===== src/rtl/vga_sprite_bounce_module.sv =====
`timescale 1ns/1ps
// Bouncing square sprite plus one-pixel white border drawn over the VGA active area.
// Latency: 1 clock from Ready/address/sync inputs to RGB and realigned sync outputs.
// Backpressure: none; free-running pixel stream, position updates once per VSYNC fall.
module vga_sprite_bounce_module #(
  parameter int H_ACT  = 800,
  parameter int V_ACT  = 600,
  parameter int SIZE   = 32,
  parameter int STEP   = 4,
  parameter int X_INIT = 100,
  parameter int Y_INIT = 50
) (
  input  logic        vga_clk,
  input  logic        rst_n,
  input  logic        Move_En,
  input  logic        HSYNC_Sig,
  input  logic        VSYNC_Sig,
  input  logic        Ready_Sig,
  input  logic [10:0] Column_Addr_Sig,
  input  logic [10:0] Row_Addr_Sig,
  output logic        HSYNC_Out,
  output logic        VSYNC_Out,
  output logic        Red_Sig,
  output logic        Green_Sig,
  output logic        Blue_Sig
);

  // Arithmetic is done in 12 bits so Pos+STEP and Pos+SIZE never wrap.
  localparam logic [11:0] X_MAX  = 12'(H_ACT - SIZE);
  localparam logic [11:0] Y_MAX  = 12'(V_ACT - SIZE);
  localparam logic [11:0] STEP12 = 12'(STEP);
  localparam logic [11:0] SIZE12 = 12'(SIZE);
  localparam logic [10:0] H_LAST = 11'(H_ACT - 1);
  localparam logic [10:0] V_LAST = 11'(V_ACT - 1);

  logic [10:0] r_pos_x, r_pos_y;
  logic        r_dir_x, r_dir_y;
  logic [2:0]  r_color;
  logic        r_vsync_d;
  logic [2:0]  r_rgb;
  logic        r_hsync, r_vsync;

  logic        w_frame_tick;
  logic [11:0] w_x_ext, w_y_ext, w_x_sum, w_y_sum, w_x_dif, w_y_dif;
  logic [10:0] w_x_nxt, w_y_nxt;
  logic        w_x_dir_nxt, w_y_dir_nxt, w_x_bnc, w_y_bnc;
  logic [2:0]  w_color_inc;
  logic [11:0] w_col_ext, w_row_ext;
  logic        w_in_sprite, w_on_border;

  assign w_frame_tick = r_vsync_d & ~VSYNC_Sig;
  assign w_x_ext      = {1'b0, r_pos_x};
  assign w_y_ext      = {1'b0, r_pos_y};
  assign w_x_sum      = w_x_ext + STEP12;
  assign w_y_sum      = w_y_ext + STEP12;
  assign w_x_dif      = w_x_ext - STEP12;
  assign w_y_dif      = w_y_ext - STEP12;
  // Black is reserved for background, so the colour cycle skips 000.
  assign w_color_inc  = (r_color == 3'b111) ? 3'b001 : r_color + 3'd1;

  // Horizontal candidate move: clamp to the edge and reverse when the step would reach it.
  always_comb begin
    w_x_nxt     = r_pos_x;
    w_x_dir_nxt = r_dir_x;
    w_x_bnc     = 1'b0;
    if (r_dir_x) begin
      if (w_x_sum >= X_MAX) begin
        w_x_nxt     = X_MAX[10:0];
        w_x_dir_nxt = 1'b0;
        w_x_bnc     = 1'b1;
      end else begin
        w_x_nxt = w_x_sum[10:0];
      end
    end else if (w_x_ext <= STEP12) begin
      w_x_nxt     = 11'd0;
      w_x_dir_nxt = 1'b1;
      w_x_bnc     = 1'b1;
    end else begin
      w_x_nxt = w_x_dif[10:0];
    end
  end

  // Vertical candidate move, same rule against the row limit.
  always_comb begin
    w_y_nxt     = r_pos_y;
    w_y_dir_nxt = r_dir_y;
    w_y_bnc     = 1'b0;
    if (r_dir_y) begin
      if (w_y_sum >= Y_MAX) begin
        w_y_nxt     = Y_MAX[10:0];
        w_y_dir_nxt = 1'b0;
        w_y_bnc     = 1'b1;
      end else begin
        w_y_nxt = w_y_sum[10:0];
      end
    end else if (w_y_ext <= STEP12) begin
      w_y_nxt     = 11'd0;
      w_y_dir_nxt = 1'b1;
      w_y_bnc     = 1'b1;
    end else begin
      w_y_nxt = w_y_dif[10:0];
    end
  end

  assign w_col_ext   = {1'b0, Column_Addr_Sig};
  assign w_row_ext   = {1'b0, Row_Addr_Sig};
  assign w_in_sprite = (w_col_ext >= w_x_ext) && (w_col_ext < w_x_ext + SIZE12) &&
                       (w_row_ext >= w_y_ext) && (w_row_ext < w_y_ext + SIZE12);
  assign w_on_border = (Column_Addr_Sig == 11'd0) || (Column_Addr_Sig == H_LAST) ||
                       (Row_Addr_Sig == 11'd0)    || (Row_Addr_Sig == V_LAST);

  // Sprite state advances only on the VSYNC falling edge, inside vertical blanking.
  always_ff @(posedge vga_clk) begin
    if (!rst_n) begin
      r_pos_x   <= 11'(X_INIT);
      r_pos_y   <= 11'(Y_INIT);
      r_dir_x   <= 1'b1;
      r_dir_y   <= 1'b1;
      r_color   <= 3'b100;
      r_vsync_d <= 1'b1;
    end else begin
      r_vsync_d <= VSYNC_Sig;
      if (w_frame_tick && Move_En) begin
        r_pos_x <= w_x_nxt;
        r_pos_y <= w_y_nxt;
        r_dir_x <= w_x_dir_nxt;
        r_dir_y <= w_y_dir_nxt;
        // A corner hit counts as a single bounce.
        if (w_x_bnc || w_y_bnc) r_color <= w_color_inc;
      end
    end
  end

  // Registered pixel colour (sprite over border over background) with syncs delayed to match.
  always_ff @(posedge vga_clk) begin
    if (!rst_n) begin
      r_rgb   <= 3'b000;
      r_hsync <= 1'b1;
      r_vsync <= 1'b1;
    end else begin
      r_hsync <= HSYNC_Sig;
      r_vsync <= VSYNC_Sig;
      if (!Ready_Sig)       r_rgb <= 3'b000;
      else if (w_in_sprite) r_rgb <= r_color;
      else if (w_on_border) r_rgb <= 3'b111;
      else                  r_rgb <= 3'b000;
    end
  end

  assign HSYNC_Out = r_hsync;
  assign VSYNC_Out = r_vsync;
  assign Red_Sig   = r_rgb[2];
  assign Green_Sig = r_rgb[1];
  assign Blue_Sig  = r_rgb[0];

endmodule


===== config.mk =====
export PLATFORM = sky130hd
export DESIGN_NAME = vga_sprite_bounce_module
export DESIGN_NICKNAME = d
export VERILOG_FILES = /design/src/rtl/vga_sprite_bounce_module.sv
export SDC_FILE = /design/constraint.sdc
export NUM_CORES = 1
export LEC_CHECK = 0
export BUFFER_PORTS_ARGS = -buffer_cell sky130_fd_sc_hd__buf_2
export CAP_MARGIN = 10
export CORE_MARGIN = 10
export CORE_UTILIZATION = 45
export CTS_CLUSTER_SIZE = 16
export DETAILED_ROUTE_END_ITERATION = 10
export MAX_ROUTING_LAYER = met4
export PLACE_DENSITY = 0.65
export SYNTH_ARGS = -nofsm -noshare
export SYNTH_HDL_FRONTEND = slang
export SYNTH_SLANG_ARGS = --single-unit

===== constraint.sdc =====
create_clock -name vga_clk -period 2.4 [get_ports vga_clk]
set_input_delay 0.12 -clock vga_clk [delete_from_list [all_inputs] [get_ports vga_clk]]
set_output_delay 0.12 -clock vga_clk [all_outputs]
set_load 0.005 [all_outputs]

==> metrics.md <==
| Metric | Value |
|---|---|
| Placed Area | `3500 um^2` |
| Starting Density | `46.76%` |
| Initial drt markers | `416` |
| Fin crit share | `98.40%` |
| First-pass DRT Iterations | `5` |
| Hold Fails Final Rpt | `0` |
| CP Class | `reg -> reg` |
| CTS tree | `built` |
| Number of flops mapped to enable cells by yosys | `0` |
| Design area | `3740 um^2` |
| # clock sinks | `29` |
| HP Class | `in -> reg` |
| Area delta synth->final | `24.54%` |
| Clock power share | `39.4%` |
| Fin. max-slew vios | `0` |
| Fillers | `593` |
| Finish-stage setup viols | `0` |
| Nets | `528` |
| Clk Tree Root Cell | `clkbuf_8` |
| Switch share | `28.73%` |
| WP data required | `2.62 ns` |
| Crit path setup slack, layout | `0.03844 ns` |
| Layout cells sized above 1 | `27.79%` |
| Yosys top cell by area | `dfxtp_1` |
| Most common cell in the netlist | `ha_1` |
| Vias per cell | `6.124` |
| Rows | `29` |
| Crit path from | `r_pos_y[5]$_SDFFE_PN1P_` |
| Die area | `10340 um^2` |
| First-pass GRT wire length | `14.89 mm` |
| FF+latch count, synth | `29` |
| Leakage power | `1.589 nW` |
| Ys async rst share | `0%` |
| Syn Inst Count | `390` |
| Worst Clk Skew | `0.008417 ns` |
| Total Wirelength | `8.958 mm` |
| Cts bufs inserted | `5` |
| RSZ-0062 raised after global routing | `yes` |
| Status | `completed` |
| Die extent in x | `101.7 um` |
| Top FF cell, synth | `dfxtp_1` |
| Power Total | `0.001363 W` |
| F_max | `423.5 MHz` |
| I/O pins | `33` |
| DRC | `0` |
| Routed WL per cell | `16.78 um` |
| Grt ovf | `0` |
| Max-cap violations | `0` |
| Mapped Area | `3003 um^2` |
| GPL Wtd Cong | `0.8955` |
| Psw | `0.0003917 W` |
| Clk Latency, worst-skew pair | `0.28 ns` |
| IO buf count | `32` |
| Max VDD drop | `0.3321 mV` |
| CTS H-tree depth | `2` |
| Pint | `0.0009717 W` |
| Yosys warning count | `0` |
| Critical path endpoint category | `flop` |
| Clock buffer depth | `2` |
| Flop pwr share | `37.6%` |
| Synth cell count leaders | `44 x ha_1, 31 x nor2_1, 29 x dfxtp_1, 29 x o21ai_0, 28 x a21oi_1` |
| Critical path data arrival time | `2.58 ns` |
| Final hold slack | `0.01995 ns` |
| Type of origin of the critical path | `flop` |
| Largest net degree at the start of global routing | `22` |
| Core area | `6422 um^2` |
| Pwr/cell area | `364.6 nW/um^2` |
| Min Tclk post-route | `2.362 ns` |
| Worst slew margin | `67.96%` |
| Number of hold buffers added after cts | `0` |
| GRT Util Overall | `17.93%` |
| Worst Path Max Fanout | `4` |
| Register area share after synthesis | `19.33%` |
| Initial antenna violation count | `0` |
| Synth Net Count | `462` |
| Worst Tran Pin Value | `0.4806 ns` |
| Comb power frac | `23.0%` |
| ANT nets after route | `0` |
| Worst hold path startpoint | `HSYNC_Sig` |
| R2R setup slack | `0.04 ns` |
| Syn Area/Cell | `7.700 um^2` |
| Die height | `101.7 um` |
| Post-DP HPWL | `7.057 mm` |
| Antenna cells | `0` |
| Pre-CTS WS | `-0.03041 ns` |
| Vias in the first global route | `3138` |
| Synth cell types | `59` |
| Vias | `3270` |
| Reg-to-reg startpoint | `r_pos_y[5]$_SDFFE_PN1P_` |
| Clock transition at path regs | `0.07 ns` |
| Top cells by area, synth | `dfxtp_1 19%, ha_1 18%, o21ai_0 4.8%` |
| Yosys top cell area share | `19.33%` |
what timing repair did:
item	4_1_cts	5_1_grt
resized for setup	5	28
pin swaps	1	4
setup endpoints to repair	3	9
setup buffers	0	2
power groups by stage:
stage | logic [W] | clock network [W] | registers, W
4_1_cts | 0.000297 | 0.000551 | 0.000511
6_report | 0.000314 | 0.000537 | 0.000512
2_1_floorplan | 0.000184 | 0 | 0.000519
3_3_place_gp | 0.000288 | 0 | 0.000522
5_1_grt | 0.000354 | 0.000577 | 0.000514
3_5_place_dp | 0.000295 | 0 | 0.000523
state kept, by name, indices dropped and copies added (netlist names):
name       count
HSYNC_Out      1
VSYNC_Out      1
r_dir_x        1
r_pos_y       10
r_dir_y        1
r_color        3
r_pos_x        9
r_rgb          3
path summary, 6_finish.rpt:
check	endpoint	cells past startpoint
worst max-delay path	r_rgb[0]$_SDFF_PN0_	9
worst min-delay path	HSYNC_Out$_SDFF_PN1_	2
worst max register to register	r_rgb[0]$_SDFF_PN0_	9
worst min register to register	r_pos_y[2]$_SDFFE_PN0P_	2
critical path: stages (launching register included):
cell     delay [ns]
dfxtp_4        0.36
ha_4           0.17
and3_4         0.20
xnor2_1        0.13
ha_1           0.32
a21o_1         0.17
a21oi_2        0.14
a32oi_2        0.08
or4_4          0.59
o21ai_2        0.12
layout make-up:
class,instances,area [um^2],share of cell area (%)
multi-input combinational,312,2315,61.89
sequential,29,594.3,15.89
timing repair buffer,78,505.5,13.52
inverter,30,112.6,3.011
tap,77,96.34,2.576
clock buffer,7,86.33,2.308
clock inverter,1,30.03,0.8029
layout by cell type (no fill, tap or decap), types with 7 or more instances in the layout:
master / count
buf_4: 46
ha_1: 42
buf_2: 32
nor2_1: 31
a21oi_1: 27
inv_1: 26
nand2_1: 25
o21ai_0: 24
dfxtp_1: 20
nor3_1: 12
xnor2_1: 11
nand3_1: 11
and3_1: 9
nand4_1: 8
dfxtp_2: 8
o21ai_1: 7
kinds of logic (layout without fill, tap and decap cells):
logic type	Yosys count	in the layout	share of synthesized area [%]
simple gates	130	130	22.88
compound gates	124	124	28.42
buf+inv	49	116	6.958
fa+ha+maj	44	44	18.33
flops	29	29	19.33
xor+xnor	14	14	4.083
stage by stage:
step                      cells  utilization [%]  setup TNS (ns)
after floorplan             390                -               0
after global placement      524            54.49               0
after detailed placement    524            54.49        -0.08358
after CTS                   532            56.46               0
after global routing        534            58.23         -0.1030
final                       534            58.23               0
layer usage:
| layer | part of all wire, % | GRT usage (%) | vias up |
|---|---|---|---|
| met3 | 7.7 | 3.676 | 14 |
| met1 | 46 | 23.92 | 1517 |
| met2 | 45 | 27.04 | 144 |
| li1 | - | - | 1595 |
| met4 | 1.1 | 4.070 | 0 |
| met5 | 0 | - | - |
(Power assumes the default switching activity.)
